**src/rtl/cpu_irqrcv.sv**
```systemverilog
// cpu_irqrcv: PIMC interrupt message receiver with a pending-line FIFO.
// Optional duplicate-line suppression: define CPU_IRQRCV_DEDUP_EN.
module cpu_irqrcv #(
    parameter logic [7:0] CPU_ID     = 8'h00,
    parameter int         FIFO_DEPTH = 4
) (
    input  logic       clk,
    input  logic       rst,
    input  logic       notify,
    input  logic [7:0] lineno,
    input  logic [7:0] processor_id,
    output logic       irqack,
    output logic       irq_valid,
    output logic [7:0] irq_line,
    input  logic       irq_take,
    output logic       overflow
);

    localparam int PW = (FIFO_DEPTH > 1) ? $clog2(FIFO_DEPTH) : 1;
    localparam int CW = PW + 1;

    typedef enum logic [1:0] {
        S_IDLE,
        S_ACK,
        S_RELEASE
    } state_t;

    state_t          r_state;
    logic            r_irqack;
    logic            r_overflow;
    logic            r_valid;
    logic [7:0]      r_line;
    logic [PW-1:0]   r_wptr;
    logic [PW-1:0]   r_rptr;
    logic [CW-1:0]   r_count;
    logic [7:0]      r_mem [FIFO_DEPTH];

    logic            w_match;
    logic            w_full;
    logic            w_dup;
    logic            w_accept;
    logic            w_push;
    logic            w_pop;
    logic            w_ovf_set;
    logic [PW-1:0]   w_rptr_n;
    logic [CW-1:0]   w_cnt_n;
    logic            w_valid_n;
    logic [7:0]      w_line_n;

`ifdef CPU_IRQRCV_DEDUP_EN
    // Compare the incoming line against every live queue entry.
    always_comb begin
        logic [PW-1:0] idx;
        w_dup = 1'b0;
        idx   = '0;
        for (int i = 0; i < FIFO_DEPTH; i++) begin
            idx = r_rptr + PW'(i);
            if ((CW'(i) < r_count) && (r_mem[idx] == lineno))
                w_dup = 1'b1;
        end
    end
`else
    assign w_dup = 1'b0;
`endif

    // Decide push/pop and precompute the next queue head.
    always_comb begin
        w_match   = !rst && (r_state == S_IDLE) && !notify
                    && (processor_id == CPU_ID);
        w_full    = (r_count == CW'(FIFO_DEPTH));
        w_accept  = w_match && (w_dup || !w_full);
        w_push    = w_accept && !w_dup;
        w_ovf_set = w_match && !w_dup && w_full;
        w_pop     = irq_take && (r_count != '0);
        w_rptr_n  = w_pop ? (r_rptr + 1'b1) : r_rptr;
        w_cnt_n   = r_count;
        if (w_push && !w_pop)
            w_cnt_n = r_count + 1'b1;
        else if (!w_push && w_pop)
            w_cnt_n = r_count - 1'b1;
        w_valid_n = (w_cnt_n != '0);
        w_line_n  = 8'h00;
        if (w_valid_n) begin
            if (w_push && (w_rptr_n == r_wptr))
                w_line_n = lineno;
            else
                w_line_n = r_mem[w_rptr_n];
        end
    end

    // Handshake FSM with registered acknowledge and sticky overflow.
    always_ff @(posedge clk) begin
        if (rst) begin
            r_state    <= S_IDLE;
            r_irqack   <= 1'b0;
            r_overflow <= 1'b0;
        end else begin
            if (w_ovf_set)
                r_overflow <= 1'b1;
            unique case (r_state)
                S_IDLE: begin
                    r_irqack <= 1'b0;
                    if (w_accept) begin
                        r_state  <= S_ACK;
                        r_irqack <= 1'b1;
                    end
                end
                S_ACK: begin
                    r_state  <= S_RELEASE;
                    r_irqack <= 1'b0;
                end
                S_RELEASE: begin
                    r_irqack <= 1'b0;
                    if (notify)
                        r_state <= S_IDLE;
                end
                default: begin
                    r_state  <= S_IDLE;
                    r_irqack <= 1'b0;
                end
            endcase
        end
    end

    // Queue pointers, occupancy and registered head view.
    always_ff @(posedge clk) begin
        if (rst) begin
            r_wptr  <= '0;
            r_rptr  <= '0;
            r_count <= '0;
            r_valid <= 1'b0;
            r_line  <= 8'h00;
        end else begin
            if (w_push)
                r_wptr <= r_wptr + 1'b1;
            r_rptr  <= w_rptr_n;
            r_count <= w_cnt_n;
            r_valid <= w_valid_n;
            r_line  <= w_line_n;
        end
    end

    // Queue storage; stale contents are unreachable once pointers reset.
    always_ff @(posedge clk) begin
        if (w_push)
            r_mem[r_wptr] <= lineno;
    end

    assign irqack    = r_irqack;
    assign irq_valid = r_valid;
    assign irq_line  = r_line;
    assign overflow  = r_overflow;

endmodule

```
**config.mk**
```make
export PLATFORM = sky130hd
export DESIGN_NAME = cpu_irqrcv
export DESIGN_NICKNAME = d
export VERILOG_FILES = /design/src/rtl/cpu_irqrcv.sv
export SDC_FILE = /design/constraint.sdc
export NUM_CORES = 1
export LEC_CHECK = 0
export CORE_MARGIN = 1.5
export CORE_UTILIZATION = 56
export DETAILED_ROUTE_END_ITERATION = 6
export HOLD_SLACK_MARGIN = 0.1
export PLACE_DENSITY = 0.84
export SYNTH_ARGS = -nofsm -noshare
export SYNTH_HDL_FRONTEND = slang
export SYNTH_SLANG_ARGS = --single-unit
```
**constraint.sdc**
```tcl
create_clock -name clk -period 2.7 [get_ports clk]
set_input_delay 0.54 -clock clk [delete_from_list [all_inputs] [get_ports clk]]
set_output_delay 0.54 -clock clk [all_outputs]
set_load 0.1 [all_outputs]
```
==> results.md <==
- Outcome: complete, no violations
- Max_cap viols: 0
- Area Overhead vs Synth: 15.3%
- Final hold violations: 0
- Crit path time final: 2.42 ns
- GR peak layer: met2
- Grt total ovfl: 0
- Clock tree sinks: 52
- Slowest CP cell: mux4_2
- DRT iter0 DRCs: 77
- Fmax: 0.413 GHz
- CTS tree: yes
- Post-Syn Nets: 227
- Cells on worst reg2reg path: 8
- Worst Setup End Kind: flop
- Worst EP required: 2.94 ns
- Setup violators final: 0
- H-tree Lvls: 2
- Setup tns final: 0 ns
- Placed instance area: 3020 sq um
- Met3 GRT Util: 3.89%
- Syn. warnings: 0
- Top post-synthesis cells by area: edfxtp_1, dfxtp_1, mux2i_1
- Most frequently used cell type in the post-synthesis netlist: mux2i_1
- Total track usage: 21.0%
- Worst r2r dst: irq_line[6]$_SDFF_PP0_
- Cts hold-fix bufs: 0
- Core footprint: 4660 sq um
- Pre-CTS setup slack: 0.0510 ns
- # rows: 25
- Pwr dens: 925 nW/um^2
- PortBufs: 30
- Largest net degree at the start of global routing: 32
- Post-route cell area: 3100 sq um
- Crit-path cells: inv_1, ha_1, nand2b_4, nand2_4, mux2i_1, mux4_2, or2_0, a211oi_2
- Via Count: 1693
- Synthesized instance count: 200
- Inst Count DP: 287
- Gpl congestion: 0.807
- Critical path arrival: 2.66 ns
- Worst slew pin tran: 0.490 ns
- Met1 Resource Use GR: 26.7%
- Initial antenna violation count: 0
- Die Wd: 72.3 um
- Diode count: 0
- First-pass iteration count of the detailed router: 4
- Clock Tree Buf Depth: 2
- Sequential fraction of the synthesis area: 50.6%
- Top cell type by total area after synthesis: edfxtp_1
- Clock Root Buffer: clkbuf_8
- Fin nets: 267
- Initial Util: 57.7%
- Overall routed net length: 4880 um
- Vias in the first global route: 1699
- Post-CTS sizing: 0
- Worst r2r src: r_count[0]$_SDFF_PP0_
- Num CTS Buffers: 5
- LEAKAGE: 1.22 nW
- Area share of the largest cell type after synthesis: 35.7%
- Post-synth EDFFs: 32
- Die ar.: 5230 sq um
- Setup Buffers After CTS: 0
- Vias/cell: 5.74
- # DRC: 0
- Io pins: 31
- Mean Syn Cell Area: 13.5 sq um
- Synth Register Bits: 52
- Most instantiated cells after synthesis: mux2i_1, edfxtp_1, dfxtp_1
- Yosys cell types: 42
- Clock latency on the worst-skew pair: 0.30 ns
- Worst setup path endpoint: irq_line[6]$_SDFF_PP0_
- Reg clk slew, reported paths: 0.09 ns
- Unrepaired setup endpoints after global routing: false
- Antenna-violating nets left: 0
- R2r setup slk: 0.28 ns
- Setup CP Type: flop to flop
- Clock skew: 0.00864 ns
- FFs w/ async S/R, synth: 0%
- Max FO, Critical Path: 31
- Slew Limit Fails: 0
- Cell Area, Synth: 2690 sq um
- Nature of the critical path startpoint: flop
- DR WL/cell: 16.6 um
- Worst rel slew slack: 67.3%
- DP Wirelength: 3520 um
- Crit-path max cell delay: 0.49 ns
- Synth Flop Type: edfxtp_1
- Worst vdd ir: 0.000437 V
- CP startpoint: r_count[0]$_SDFF_PP0_
- Final Cycle Share: 89.7%
- Layout cells sized above 1: 25.3%
- Smallest setup slack after layout: 0.278 ns
- HP Class: flop to flop
- Grt met2 use: 36.4%
- First-pass GRT wire length: 8220 um
- Die height: 72.3 um
- Layout Cells excl Fill: 295
## state kept, by name, summed over array words and instances (netlist names)
name	flops
overflow	1
irq_valid	1
r_count	3
r_state	2
irq_line	8
irqack	1
r_rptr	2
r_mem	32
r_wptr	2
## how the worst min path moves through the flow
| stage | startpoint | endpoint | slack, ns | cells after the start |
|---|---|---|---|---|
| 4_1_cts | overflow$_SDFFE_PP0P_ | overflow$_SDFFE_PP0P_ | 0.50 | 2 |
| 3_5_place_dp | overflow$_SDFFE_PP0P_ | overflow$_SDFFE_PP0P_ | 0.48 | 2 |
| 6_report | overflow$_SDFFE_PP0P_ | overflow$_SDFFE_PP0P_ | 0.50 | 2 |
| 2_1_floorplan | r_rptr[0]$_SDFF_PP0_ | r_rptr[0]$_SDFF_PP0_ | 0.50 | 2 |
| 3_3_place_gp | overflow$_SDFFE_PP0P_ | overflow$_SDFFE_PP0P_ | 0.47 | 2 |
| 5_1_grt | overflow$_SDFFE_PP0P_ | overflow$_SDFFE_PP0P_ | 0.53 | 2 |
## per-stage QoR
stage / power, mW / utilization, % / hold WS, ns
after floorplan: 2.18 / - / 0.496
after global placement: 2.44 / 64.7 / 0.469
after detailed placement: 2.46 / 64.7 / 0.483
after CTS: 2.89 / 66.6 / 0.501
after global routing: 3.02 / 66.6 / 0.527
final: 2.87 / 66.6 / 0.498
## area by class of cell
class | instances | area (sq um)
clock buffer | 5 | 68.8
clock inverter | 3 | 18.8
fill | 348 | 1560
inverter | 8 | 30.0
multi-input combinational | 130 | 1190
sequential | 52 | 1360
tap | 54 | 67.6
timing repair buffer | 43 | 370
## metal layers
| layer | wire length [um] | vias to the layer above | part of all wire [%] |
|---|---|---|---|
| met2 | 2430 | 42 | 50 |
| met5 | 0 | - | 0 |
| met1 | 2110 | 814 | 43 |
| li1 | - | 826 | - |
| met4 | 101 | 0 | 2.1 |
| met3 | 237 | 11 | 4.9 |
## layout by cell type, fill, tap and decap left out, types with 4 or more instances in the layout
master,Yosys,final
a21oi_1,8,8
nand3_1,5,5
or2_0,8,8
buf_4,1,24
nand2_1,12,12
clkbuf_8,1,5
and3_1,4,4
ha_1,7,7
clkdlybuf4s50_1,0,19
dfxtp_1,20,20
mux2i_1,33,33
nor2_1,6,6
inv_1,8,8
a211oi_2,8,8
mux4_2,8,8
edfxtp_1,32,32
## logic make-up (layout without fill, tap and decap cells)
group	after synthesis	after routing	share of synthesized area, %
simple gates	53	53	12.2
flops	52	52	50.6
mux	41	41	19.0
compound gates	24	24	8.00
buf+inv	18	59	5.30
fa+ha+maj	8	8	3.63
xor+xnor	4	4	1.30
## power breakdown
| part | total [mW] | internal [mW] | switching (mW) |
|---|---|---|---|
| sequential | 0.969 | 0.921 | 0.0480 |
| combinational | 1.47 | 0.569 | 0.904 |
| clock | 0.431 | 0.181 | 0.250 |
| total | 2.87 | 1.67 | 1.20 |
## critical path: cells and delay by family (launching register included)
kind | cells | cell delay, ns
adder cells (fa/ha/maj) | 1 | 0.29
flip-flops | 1 | 0.41
AO/OA/AOI/OAI | 1 | 0.21
AND/OR/NAND/NOR | 3 | 0.62
multiplexers | 2 | 0.70
buffers and inverters | 1 | 0.11
Note: power is estimated with default switching activity, not from simulation.
